==> src/rtl/jfpjc_pkg.sv <==
// Shared constants and scheduler state encoding for the bitpacker front end.
package jfpjc_pkg;

   localparam int          WORD_BITS   = 32;
   localparam int          LEN_W       = 6;
   localparam int          FILL_W      = 5;
   localparam logic [31:0] PAD_PATTERN = 32'hFFFF_FFFF;

   typedef enum logic [2:0] {
      ST_RUN,
      ST_DRAIN,
      ST_PAD,
      ST_WAIT1,
      ST_WAIT2,
      ST_DONE
   } sched_state_t;

endpackage

==> src/rtl/bitpacker_scheduler_rr_arbiter.sv <==
// Combinational round-robin arbiter: one-hot grant of the first request at or after ptr.
module rr_arbiter
   import jfpjc_pkg::*;
#(
   parameter int NUM_REQ = 3,
   parameter int PTR_W   = 2
) (
   input  logic [NUM_REQ-1:0] req,
   input  logic [PTR_W-1:0]   ptr,
   output logic [NUM_REQ-1:0] grant,
   output logic [PTR_W-1:0]   grant_idx
);

   int   idx;
   logic found;

   always_comb begin
      grant     = '0;
      grant_idx = '0;
      found     = 1'b0;
      idx       = 0;
      for (int k = 0; k < NUM_REQ; k++) begin
         idx = (int'(ptr) + k) % NUM_REQ;
         if (!found && req[idx]) begin
            found      = 1'b1;
            grant[idx] = 1'b1;
            grant_idx  = PTR_W'(idx);
         end
      end
   end

endmodule

==> src/rtl/bitpacker_scheduler.sv <==
// Round-robin sharing of one 32-bit bitpacker, fill tracking mod 32 and end-of-scan pad/flush.
module bitpacker_scheduler
   import jfpjc_pkg::*;
#(
   parameter int NUM_REQ = 3
) (
   input  logic                   clock,
   input  logic                   reset,
   input  logic [NUM_REQ-1:0]     req_valid,
   input  logic [32*NUM_REQ-1:0]  req_data,
   input  logic [6*NUM_REQ-1:0]   req_length,
   output logic [NUM_REQ-1:0]     req_ready,
   input  logic                   flush_req,
   output logic                   flush_done,
   output logic [2:0]             last_word_bytes,
   output logic                   pk_valid,
   output logic [31:0]            pk_data,
   output logic [5:0]             pk_length,
   output logic                   length_error
);

   localparam int PTR_W = (NUM_REQ > 1) ? $clog2(NUM_REQ) : 1;

   sched_state_t               state, state_nxt;
   logic [PTR_W-1:0]           rr_ptr, grant_idx;
   logic [NUM_REQ-1:0]         grant;
   logic [FILL_W-1:0]          fill;
   logic                       xfer;
   logic [WORD_BITS-1:0]       sel_data;
   logic [LEN_W-1:0]           sel_len;
   logic                       pk_vld_p1;
   logic [WORD_BITS-1:0]       pk_data_p1;
   logic [LEN_W-1:0]           pk_len_p1;

   function automatic logic [2:0] bytes_used(input logic [FILL_W-1:0] f);
      logic [5:0] r;
      r = {1'b0, f} + 6'd7;
      return r[5:3];
   endfunction

   function automatic logic [LEN_W-1:0] pad_len(input logic [FILL_W-1:0] f);
      return 6'd32 - {1'b0, f};
   endfunction

   rr_arbiter #(.NUM_REQ(NUM_REQ), .PTR_W(PTR_W)) u_arb (
      .req       (req_valid),
      .ptr       (rr_ptr),
      .grant     (grant),
      .grant_idx (grant_idx)
   );

   // A flush request blocks the grant in the same cycle so the drain sees a stable fill.
   assign req_ready = (state == ST_RUN && !flush_req) ? grant : '0;
   assign xfer      = |(req_valid & req_ready);
   assign sel_data  = req_data[WORD_BITS*int'(grant_idx) +: WORD_BITS];
   assign sel_len   = req_length[LEN_W*int'(grant_idx) +: LEN_W];

   always_ff @(posedge clock or posedge reset) begin
      if (reset) state <= ST_RUN;
      else       state <= state_nxt;
   end

   always_comb begin
      state_nxt = state;
      case (state)
         ST_RUN:   if (flush_req) state_nxt = ST_DRAIN;
         ST_DRAIN: state_nxt = (fill == '0) ? ST_DONE : ST_PAD;
         ST_PAD:   state_nxt = ST_WAIT1;
         ST_WAIT1: state_nxt = ST_WAIT2;
         ST_WAIT2: state_nxt = ST_DONE;
         ST_DONE:  state_nxt = ST_RUN;
         default:  state_nxt = ST_RUN;
      endcase
   end

   // p1: registered packer drive; length forced to 0 whenever nothing is presented
   always_ff @(posedge clock or posedge reset) begin
      if (reset) begin
         rr_ptr          <= '0;
         fill            <= '0;
         pk_vld_p1       <= 1'b0;
         pk_data_p1      <= '0;
         pk_len_p1       <= '0;
         last_word_bytes <= '0;
         length_error    <= 1'b0;
      end else begin
         pk_vld_p1  <= 1'b0;
         pk_data_p1 <= '0;
         pk_len_p1  <= '0;
         if (xfer) begin
            rr_ptr <= (grant_idx == PTR_W'(NUM_REQ-1)) ? '0 : grant_idx + PTR_W'(1);
            if (sel_len > 6'd32) begin
               length_error <= 1'b1;
            end else begin
               pk_vld_p1  <= 1'b1;
               pk_data_p1 <= sel_data;
               pk_len_p1  <= sel_len;
               fill       <= fill + sel_len[FILL_W-1:0];
            end
         end
         if (state == ST_DRAIN) begin
            if (fill == '0) begin
               last_word_bytes <= '0;
            end else begin
               pk_vld_p1       <= 1'b1;
               pk_data_p1      <= PAD_PATTERN;
               pk_len_p1       <= pad_len(fill);
               last_word_bytes <= bytes_used(fill);
               fill            <= '0;
            end
         end
      end
   end

   assign pk_valid   = pk_vld_p1;
   assign pk_data    = pk_data_p1;
   assign pk_length  = pk_len_p1;
   assign flush_done = (state == ST_DONE);

endmodule
==> config.mk <==
export PLATFORM = sky130hd
export DESIGN_NAME = bitpacker_scheduler
export DESIGN_NICKNAME = d
export VERILOG_FILES = /design/src/rtl/jfpjc_pkg.sv /design/src/rtl/bitpacker_scheduler_rr_arbiter.sv /design/src/rtl/bitpacker_scheduler.sv
export SDC_FILE = /design/constraint.sdc
export NUM_CORES = 1
export LEC_CHECK = 0
export ABC_CLOCK_PERIOD_IN_PS = 10400
export BUFFER_PORTS_ARGS = -buffer_cell sky130_fd_sc_hd__buf_2
export CORE_MARGIN = 10
export CORE_UTILIZATION = 50
export DETAILED_ROUTE_END_ITERATION = 10
export PLACE_DENSITY = 0.91
export SLEW_MARGIN = 20
export SYNTH_ARGS = -nofsm -noshare
export SYNTH_HDL_FRONTEND = slang
export SYNTH_SLANG_ARGS = --single-unit
==> constraint.sdc <==
create_clock -name clock -period 10.4 [get_ports clock]
set_input_delay 2.6 -clock clock [delete_from_list [all_inputs] [get_ports clock]]
set_output_delay 2.6 -clock clock [all_outputs]
set_load 0.005 [all_outputs]
### After elaboration in Yosys (flattened, before gate mapping)

Cells that the tools add are included.

| word-level totals | value |
|---|---|
| bits of input ports | 120 |
| register bits | 53 |
| word-level logic and storage cells | 95 |
| output and inout bits | 47 |

| cells by class | value |
|---|---|
| divide/modulo/power cells | 3 |
| $add $sub $neg | 6 |
| order comparisons | 7 |
| muxes and demuxes | 45 |
| shifts and indexed selects | 2 |
| reduce and logical (&&, ||, !) cells | 13 |
| bitwise operators | 3 |
| equality and inequality tests | 7 |
| multiply operators | 1 |

Operator list:

| operator | count |
|---|---|
| 2-to-1 mux 32 bit | 4 |
| greater-or-equal comparator 32 x 1 -> 1 bit, second input constant | 3 |
| less-than comparator 32 x 4 -> 1 bit, second input constant | 3 |
| indexed part select 96 x 8 -> 32 bit | 1 |
| modulo 32 x 3 -> 32 bit, second input constant | 2 |
| modulo 3 x 3 -> 32 bit, second input constant | 1 |
| 2-to-1 mux 6 bit | 4 |
| 2-to-1 mux 3 bit | 7 |
| 2-to-1 mux 5 bit | 4 |
| indexed part select 18 x 6 -> 6 bit | 1 |
| 2-to-1 mux 1 bit | 15 |
| case mux 3 bit (5 select lines) | 1 |
| 2-to-1 mux 2 bit | 4 |
| adder 5 x 3 -> 6 bit, second input constant | 1 |
| binary-select mux 1 bit (select 2 bit) | 3 |
| demux 1 bit (select 2 bit) | 3 |
| == test 3 x 2 -> 1 bit, second input constant | 2 |
| == test 3 bit, second input constant | 2 |
| greater-than comparator 6 bit, second input constant | 1 |
| logical AND 1 bit | 6 |
| bitwise OR 3 bit | 2 |
| subtractor 6 x 5 -> 6 bit, first input constant | 1 |
| adder 5 bit | 1 |
| zero test 5 bit | 1 |
| 12 further kinds | 14 |

### Depth between registers and ports, before layout

Gate-level depths: netlist of the first run.

| depth | value |
|---|---|
| depth after elaboration | 18 |
| gate-level depth with buffers | 17 |
| gate-level depth less buffers | 15 |

### Hierarchy

Synthesis of the first run repeated with hierarchy kept, for this count alone.

| second synthesis, totals | value |
|---|---|
| cell total of the unflattened synthesis | 358 |
| area total of the unflattened synthesis | 3,241.9 µm² |

By module, submodules not included:

| module | sequential area each (µm²) | cells each | instances | area an instance (µm²) |
|---|---|---|---|---|
| bitpacker_scheduler | 1,326.3 | 306 | 1 | 2,909.0 |
| rr_arbiter | 0.0 | 52 | 1 | 332.8 |

### Worst setup path after synthesis of the first run

OpenSTA, ideal clock, no wires.

| timing path | value |
|---|---|
| kind | input -> output |
| from | input req_valid[2] |
| to | output req_ready[0] |
| arrival | 3.509 ns |
| cell stages on the path | 5 |
| slack | 4.291 ns |
| data required time | 7.800 ns |
| path buffers | 0 |
| path through | and3b_1 > o21bai_2 > and2_1 > a221oi_1 > nor3_1 |

| between the ends | value |
|---|---|
| word-level cells in the longest chain between the ends | 11 |
| elaborated cells between the ends (all ways) | 21 |
| those cells by class | 15 x mux; 2 x bitwise; 4 x reduce/logical |

RTL lines:

| what | line | RTL |
|---|---|---|
| from (decl) | bitpacker_scheduler.sv:9 | `input logic [NUM_REQ-1:0] req_valid,` |
| binary-select mux 1 bit (select 2 bit) | bitpacker_scheduler_rr_arbiter.sv:24 | `if (!found && req[idx]) begin` |
| 2-to-1 mux 1 bit (not written as such) (2 in series) | bitpacker_scheduler_rr_arbiter.sv:24 |  |
| 2-to-1 mux 1 bit | bitpacker_scheduler_rr_arbiter.sv:24 |  |
| zero test 1 bit | bitpacker_scheduler_rr_arbiter.sv:24 |  |
| logical AND 1 bit | bitpacker_scheduler_rr_arbiter.sv:24 |  |
| 2-to-1 mux 1 bit | bitpacker_scheduler_rr_arbiter.sv:24 |  |
| zero test 1 bit | bitpacker_scheduler_rr_arbiter.sv:24 |  |
| logical AND 1 bit | bitpacker_scheduler_rr_arbiter.sv:24 |  |
| 2-to-1 mux 3 bit (*) | bitpacker_scheduler_rr_arbiter.sv:24 |  |
| 2-to-1 mux 3 bit (*) | bitpacker_scheduler.sv:53 | `assign req_ready = (state == ST_RUN && !flush_req) ? grant : '0;` |
| to (decl) | bitpacker_scheduler.sv:12 | `output logic [NUM_REQ-1:0] req_ready,` |

Every way passes the cells marked *; elsewhere a longest branch is shown, timed or not. The select of a mux whose other input is x is not followed.

### Worst setup path in the final report of the first run

Same ends and word-level chain as after synthesis.

==> out/metrics.csv, run 1 <==
metric,value,unit
cp.arrival,3.96,ns
post_synth.cell_area_avg,9.46,sq um
cts_tree,yes,
fillers,548,
hold-worst-slack,0.491,ns
synthFlopType,dfrtp_1,
rsz0062_at_grt,false,
routed_wl,10200,microns
fin_total_pwr,1.19,mW
die_w,102,microns
cp_data_required_time,7.80,ns
ys_ff_latch,53,
post_cts_buffers,0,
grt_overflow,0,
dp.cells,578,
synthTopCellsByCount,"53 x dfrtp_1, 48 x nand2_1, 41 x mux2i_1",
row_count,29,
io_pins,167,
root_buffer,clkbuf_8,
placed_area,0.00422,sq mm
place.gp.congestion,0.922,
core_area,0.00646,sq mm
design_area,0.00431,sq mm
synth.distinct_cells,54,
p_leak,2.54,nW
setup_viol,0,
maxSlewViolCount,0,
hold_buffers,0,
clock-sinks,53,
synthCells,356,
min_period,6.56,ns
ant_nets,0,
final_cells,586,
num_vias,3222,
synth_top_area_frac,0.394,
track_usage,0.183,
path_class,input port to primary output,
dr.pass1.iters,4,
clk_latency,0.29,ns
wire_per_inst,17.5,microns
holdPathStages,1,
p_per_area,275,mW/mm^2
regArea,0.00133,sq mm
synth_area_leader_cell,dfrtp_1,
die_y,102,microns
hold_viol,0,
startpoint_type,input port,
first_iter_violations,141,
cts_max_path_buffers,2,
drc,0,
grt_max_degree,59,
hp-class,flop to flop,
numCtsBuffers,5,
die_area,0.0104,sq mm
vias_per_cell,5.50,
area_growth,27.8,%
post-synth-top-count-cell,dfrtp_1,
portBuffers,166,
yosysSeqAreaShare,0.394,
place_hpwl,8160,microns
cts.reportedPaths.clkPinSlew,0.09,ns
start_util,0.522,
outcome,finished clean,
grt_pass1_vias,3370,
peakVddDrop,0.000157,V
h-tree-depth,2,
grt_pass1_wl,15800,microns
synth_nets,487,
reg2reg_depth,12,
max_freq,152,MHz
cp_max_fo,5,
cap_viol_max_count,0,
ys_top_cells_by_area,"dfrtp_1 39%, mux2i_1 12%, a21o_1 8.0%",
ys_async_sr_fraction,1.00,
fin_skew,0.00933,ns
maxSlewHeadroom,0.360,
finalCritPeriodShare,0.631,
yosys_warnings,0,
num_antenna_cells,0,
worst_slew_pin_slew,0.958,ns
setup.worst_path.end_class,primary output,
final_nets,639,
syn-cell-area,0.00337,sq mm
fin_setup_tns,0,ns
synth_edf_count,0,
drive_above_1_share,0.371,
multiInputGateArea,0.00191,sq mm
antenna_found_initial,0,
ctsResizeCount,0,
[cells in the final DEF (no fill, tap or decap), drive strengths merged, types with 2 or more instances in the layout]
master and count:
a22o 4, nor3 5, dfrtp 53, xor2 2
o31ai 4, nand2 49, a221oi 3, mux2i 41
nor2 10, nand3b 3, a21o 37, a211oi 2
inv 10, o32ai 2, nor4b 2, nand2b 8
clkinv 3, buf 169, a21oi 8, clkbuf 6
o22ai 3, xnor2 3, ha 10, nand3 2
nor2b 5, o21bai 2, o21ai 43
[sequential cells by signal, indices dropped and copies added (netlist names)]
| name | count |
|---|---|
| pk_valid | 1 |
| last_word_bytes | 3 |
| pk_length | 6 |
| pk_data | 32 |
| fill | 5 |
| rr_ptr | 2 |
| length_error | 1 |
| state | 3 |
[power by group]
part	internal, mW	switching (mW)
combinational	0.331	0.445
sequential	0.267	0.0300
clock	0.0469	0.0654
total	0.645	0.540
[cell type report]
cell class | instances | area share
Tap cell | 77 | 0.0224
Clock inverter | 2 | 0.00232
Sequential cell | 53 | 0.308
Multi-Input combinational cell | 268 | 0.442
Timing Repair Buffer | 169 | 0.198
Clock buffer | 6 | 0.0169
Inverter | 11 | 0.00988
[worst paths after layout]
path	start	endpoint	slack [ns]
min in group asynchronous	reset	pk_data[18]	2.47
max in group asynchronous	reset	pk_length[2]	7.40
hold reg to reg	last_word_bytes[2]	last_word_bytes[2]	0.49
setup / recovery	req_valid[2]	req_ready[0]	3.84
setup reg to reg	rr_ptr[0]	fill[3]	6.21
hold / removal	last_word_bytes[2]	last_word_bytes[2]	0.49
[critical path, cell delays in order]
cell      delay [ns]
buf_2           0.13
and3b_1         0.21
o21bai_2        0.25
and2_1          0.21
a221oi_1        0.30
nor3_1          0.11
buf_2           0.14
[per-stage QoR]
step           utilization  setup slack [ns]
6_report             0.667              3.84
5_1_grt              0.667              3.78
4_1_cts              0.667              3.86
3_5_place_dp         0.654              3.86
3_3_place_gp         0.654              3.98
2_1_floorplan            -              4.29
[routing by layer]
metal / wire [microns] / vias up / track usage
met5: 0 / - / 0
met4: 98 / 0 / 0.0336
met3: 741 / 8 / 0.0506
met2: 5620 / 114 / 0.340
met1: 3770 / 1525 / 0.205
li1: - / 1575 / -
[cells by family after synthesis]
kind of cell,after synthesis,share of synthesized area
buffers and inverters,35,0.0486
muxes,41,0.122
AOI/OAI and AO/OA,120,0.245
and+or+nand+nor,91,0.135
adders and majority gates,11,0.0431
DFF,53,0.394
xor gates and xnor gates,5,0.0130
No activity file was read; power rests on OpenSTA's default activity.
==> run 2: changes to the inputs <==
--- a/config.mk
+++ b/config.mk
@@ -5,12 +5,13 @@
 export SDC_FILE = /design/constraint.sdc
 export NUM_CORES = 1
 export LEC_CHECK = 0
-export ABC_CLOCK_PERIOD_IN_PS = 10400
+export ABC_AREA = 1
+export ABC_CLOCK_PERIOD_IN_PS = 5300
 export BUFFER_PORTS_ARGS = -buffer_cell sky130_fd_sc_hd__buf_2
 export CORE_MARGIN = 10
-export CORE_UTILIZATION = 50
+export CORE_UTILIZATION = 42
 export DETAILED_ROUTE_END_ITERATION = 10
-export PLACE_DENSITY = 0.91
+export PLACE_DENSITY = 0.82
 export SLEW_MARGIN = 20
 export SYNTH_ARGS = -nofsm -noshare
 export SYNTH_HDL_FRONTEND = slang
==> constraint.sdc (replaced) <==
create_clock -name clock -period 5.3 [get_ports clock]
set_input_delay 1.325 -clock clock [delete_from_list [all_inputs] [get_ports clock]]
set_output_delay 1.325 -clock clock [all_outputs]
set_load 0.005 [all_outputs]
==> out/metrics.csv, run 2 <==
metric,value,unit
fin_setup_tns,0,ns
portBuffers,166,
synthFlopType,dfrtp_1,
setup.worst_path.end_class,flop,
most-common-layout-cells,"166 x buf_2, 115 x nand2_1, 62 x nand3_1, 62 x o21ai_0, 53 x dfrtp_1",
post-synth-top-count-cell,nand2_1,
path_class,input port to flop,
synth_top_area_frac,0.393,
num_vias,3737,
ctsResizeCount,0,
place.gp.congestion,0.954,
cap_viol_max_count,0,
synth_area_leader_cell,dfrtp_1,
setup_viol,0,
die_y,110,microns
p_per_area,699,mW/mm^2
largest_reg_flops,32,
cts.reportedPaths.clkPinSlew,0.10,ns
pre_cts_slack,1.08,ns
antenna_found_initial,1,
yosysSeqAreaShare,0.393,
utilization,0.559,
vias_per_cell,5.18,
synth.distinct_cells,36,
clock-sinks,53,
drc,0,
area_growth,28.7,%
finalCritPeriodShare,0.742,
min_period,3.93,ns
post_synth.cell_area_avg,7.20,sq um
placed_area,0.00423,sq mm
h-tree-depth,2,
synthCells,469,
die_area,0.0120,sq mm
grt_pass1_vias,3779,
dp.cells,713,
startpoint_type,input port,
outcome,finished clean,
synthTopCellsByCount,"115 x nand2_1, 63 x nand3_1, 62 x o21ai_0",
maxSlewHeadroom,0.414,
root_buffer,clkbuf_8,
max_freq,254,MHz
maxSlewViolCount,0,
first_iter_violations,209,
final_cells,722,
cp_max_fo,42,
synth_nets,600,
p_leak,2.50,nW
wire_per_inst,15.2,microns
cp.arrival,4.18,ns
hold-worst-slack,0.484,ns
fin_skew,0.0102,ns
place_hpwl,8760,microns
grt_max_degree,54,
post_cts_buffers,0,
layout_setup_ws,1.37,ns
cts_tree,yes,
hp-class,flop to flop,
hold_viol,0,
row_count,32,
yosys_warnings,0,
track_usage,0.176,
grt_pass1_wl,17200,microns
core_area,0.00777,sq mm
multiInputGateArea,0.00177,sq mm
ys_top_cells_by_area,"dfrtp_1 39%, nand2_1 13%, nand3_1 9.3%",
ys_async_sr_fraction,1.00,
peakVddDrop,0.000515,V
rsz0062_at_grt,false,
ys_ff_latch,53,
cts_max_path_buffers,2,
fillers,755,
syn-cell-area,0.00338,sq mm
drive_above_1_share,0.320,
die_w,110,microns
worst_slew_pin_slew,0.878,ns
start_util,0.435,
routed_wl,11000,microns
clk_latency,0.31,ns
fin_total_pwr,3.04,mW
grt_overflow,0,
numCtsBuffers,5,
synth_edf_count,0,
hold_buffers,0,
final_common_cell,buf_2,
final_nets,749,
design_area,0.00435,sq mm
dr.pass1.iters,5,
io_pins,167,
regArea,0.00133,sq mm
ant_nets,0,
cp_data_required_time,5.55,ns
-- run 2: cell count changes after synthesis, sizes merged, moves of 31 or more --
cell   before  now
nand2      49  116
nand3       2   70
mux2i      41    0
a21o       37    0
o21ai      43   74
nor2       10   43
-- run 2: report_power, final --
| part | internal [mW] | switching, mW |
|---|---|---|
| clock | 0.142 | 0.134 |
| sequential | 0.522 | 0.0566 |
| combinational | 0.707 | 1.48 |
| total | 1.37 | 1.67 |
-- run 2: final timing paths --
path,from,endpoint,slack [ns],depth (start not counted)
worst max-delay path,req_valid[2],fill[4],1.37,22
worst min-delay path,last_word_bytes[0],last_word_bytes[0],0.48,2
worst max register to register,rr_ptr[0],fill[4],1.60,24
worst min register to register,last_word_bytes[0],last_word_bytes[0],0.48,2
max in group asynchronous,reset,length_error,3.61,2
min in group asynchronous,reset,fill[3],1.16,2
-- run 2: cells by family (layout without fill, tap and decap cells) --
family	count (synthesis)	after routing	synth area share
simple gates	242	242	0.321
compound gates	91	91	0.142
fa+ha+maj	11	11	0.0430
flops	53	53	0.393
other cells	0	1	0
xor+xnor	6	6	0.0156
buf+inv	66	216	0.0852
-- run 2: cell type report --
class                      count  share of cell area
clock inverter                 3              0.0101
sequential                    53               0.305
tap                          102              0.0294
multi-input combinational    350               0.407
inverter                      37              0.0322
timing repair buffer         171               0.200
antenna                        1            0.000576
clock buffer                   5              0.0158
-- run 2: routing by layer --
layer	wire length [microns]	up-vias	track usage	part of all wire
met4	245	0	0.0641	0.022
met5	0	-	0	0
li1	-	1835	-	-
met1	4270	1721	0.204	0.39
met2	5580	162	0.303	0.51
met3	913	19	0.0515	0.083
-- run 2: worst max-delay path, stage by stage --
cell	delay, ns
buf_2	0.11
nand2_1	0.07
nand2_1	0.13
nand2_4	0.10
nand3_1	0.09
nand2_1	0.08
nor2_2	0.25
buf_4	0.39
nand2_1	0.09
nand2_1	0.09
nand3_2	0.11
inv_1	0.08
ha_1	0.18
fa_1	0.22
nand3_1	0.08
nand2_1	0.09
xor2_1	0.20
xor2_1	0.20
inv_1	0.06
nand3_1	0.08
nand2_1	0.07
nor2_1	0.09
==> run 3: changes to the inputs <==
--- a/config.mk
+++ b/config.mk
@@ -5,13 +5,13 @@
 export SDC_FILE = /design/constraint.sdc
 export NUM_CORES = 1
 export LEC_CHECK = 0
-export ABC_AREA = 1
-export ABC_CLOCK_PERIOD_IN_PS = 5300
+export ABC_AREA = 0
+export ABC_CLOCK_PERIOD_IN_PS = 3900
 export BUFFER_PORTS_ARGS = -buffer_cell sky130_fd_sc_hd__buf_2
 export CORE_MARGIN = 10
-export CORE_UTILIZATION = 42
+export CORE_UTILIZATION = 47
 export DETAILED_ROUTE_END_ITERATION = 10
-export PLACE_DENSITY = 0.82
+export PLACE_DENSITY = 0.87
 export SLEW_MARGIN = 20
 export SYNTH_ARGS = -nofsm -noshare
 export SYNTH_HDL_FRONTEND = slang
==> constraint.sdc (replaced) <==
create_clock -name clock -period 3.9 [get_ports clock]
set_input_delay 0.975 -clock clock [delete_from_list [all_inputs] [get_ports clock]]
set_output_delay 0.975 -clock clock [all_outputs]
set_load 0.005 [all_outputs]
==> out/metrics.csv, run 3 (same netlist as run 1, synthesis figures left out) <==
metric,value,unit
first_iter_violations,91,
cap_viol_max_count,0,
outcome,finished clean,
cpMaxStageDelayCell,dfrtp_1,
worst_slew_pin_slew,0.942,ns
fin_total_pwr,3.25,mW
clock-sinks,53,
peakVddDrop,0.000328,V
path_delay_family,compound AO/OA/AOI/OAI gates,
cts_tree,yes,
portBuffers,166,
place.gp.congestion,0.887,
cp_data_required_time,4.10,ns
hp-class,flop to flop,
path_class,flop to flop,
crit_top_cell,inv_1,
numCtsBuffers,5,
row_count,30,
drive_above_1_share,0.390,
track_usage,0.175,
maxSlewViolCount,0,
start_util,0.491,
p_per_area,734,mW/mm^2
vias_per_cell,5.24,
grt_overflow,0,
grt_pass1_vias,3437,
die_area,0.0110,sq mm
reg2reg_depth,15,
worst-path-stages,15,
ant_nets,0,
critPathMaxStageDelay,0.43,ns
grt_max_degree,55,
antenna_found_initial,0,
routed_wl,10100,microns
drc,0,
largest_reg_flops,32,
final_nets,646,
finalCritPeriodShare,0.944,
die_w,105,microns
hold-worst-slack,0.485,ns
wire_per_inst,16.6,microns
hold_viol,0,
max_freq,272,MHz
utilization,0.645,
p_leak,2.58,nW
dr.pass1.iters,5,
place_hpwl,8080,microns
path_buf_inv,2,
num_antenna_cells,0,
placed_area,0.00430,sq mm
crit_chain,inv_1 > ha_4 > mux2i_2 > o22ai_1 > o2bb2ai_4 > a21boi_2 > a221oi_2 > inv_1 > ha_1 > fa_1 > a21o_1 > a21oi_1 > xor2_1 > nor3_1 > mux2i_1,
design_area,0.00443,sq mm
io_pins,167,
startpoint_type,flop,
holdPathStages,1,
die_y,105,microns
maxSlewHeadroom,0.370,
min_period,3.68,ns
setup.worst_path.end_class,flop,
cp.arrival,3.89,ns
fin_skew,0.00915,ns
h-tree-depth,2,
core_area,0.00687,sq mm
clk_latency,0.29,ns
root_buffer,clkbuf_8,
final_common_cell,buf_2,
num_vias,3205,
cp_max_fo,9,
grt_pass1_wl,16100,microns
cts_max_path_buffers,2,
r2r_slack,0.22,ns
most-common-layout-cells,"166 x buf_2, 53 x dfrtp_1, 48 x nand2_1",
area_growth,31.4,%
cts.reportedPaths.clkPinSlew,0.09,ns
setup_viol,0,
## run 3: changes by cell type in the layout (fill, tap and decap cells not counted), sizes merged, moves of 8 or more
| cell | previous run | this run |
|---|---|---|
| o21ai | 74 | 43 |
| inv | 36 | 10 |
| mux2i | 0 | 41 |
| nand3 | 70 | 2 |
| a21o | 0 | 37 |
| nand2b | 0 | 8 |
| nor2 | 43 | 10 |
| nand2 | 116 | 49 |
## run 3: final timing paths
check,end,start
worst min register to register,length_error,length_error
worst max-delay path,fill[4],rr_ptr[0]
max in group asynchronous,fill[4],reset
worst max register to register,fill[4],rr_ptr[0]
worst min-delay path,length_error,length_error
min in group asynchronous,pk_data[10],reset
## run 3: per-layer routing
| layer | GRT usage | part of all wire |
|---|---|---|
| met1 | 0.185 | 0.39 |
| met2 | 0.323 | 0.52 |
| met3 | 0.0467 | 0.052 |
| met4 | 0.0667 | 0.029 |
| met5 | 0 | 0 |
## run 3: repair_timing
item,4_1_cts,5_1_grt
resized for setup,0,8
hold buffers,0,0
setup endpoints to repair,0,34
buffers inserted,0,1
## run 3: power by group
part           internal (mW)  switching, mW  total (mW)
combinational          0.972           1.20        2.17
sequential             0.712         0.0842       0.796
clock                  0.128          0.156       0.284
## run 3: final cells by class
class | instances | area (sq um)
Fill cell | 577 | 2440
Multi-Input combinational cell | 268 | 1940
Sequential cell | 53 | 1330
Timing Repair Buffer | 176 | 918
Tap cell | 96 | 120
Clock buffer | 8 | 80.1
Inverter | 11 | 42.5
## run 3: metrics by stage
step | TNS (ns) | instances | setup WS (ns)
finish | 0 | 612 | 0.219
global route | -0.00273 | 612 | -0.00273
CTS | 0 | 611 | 0.0628
detailed placement | -0.101 | 603 | -0.101
global placement | 0 | 603 | 0.0705
floorplan | 0 | 356 | 0.254
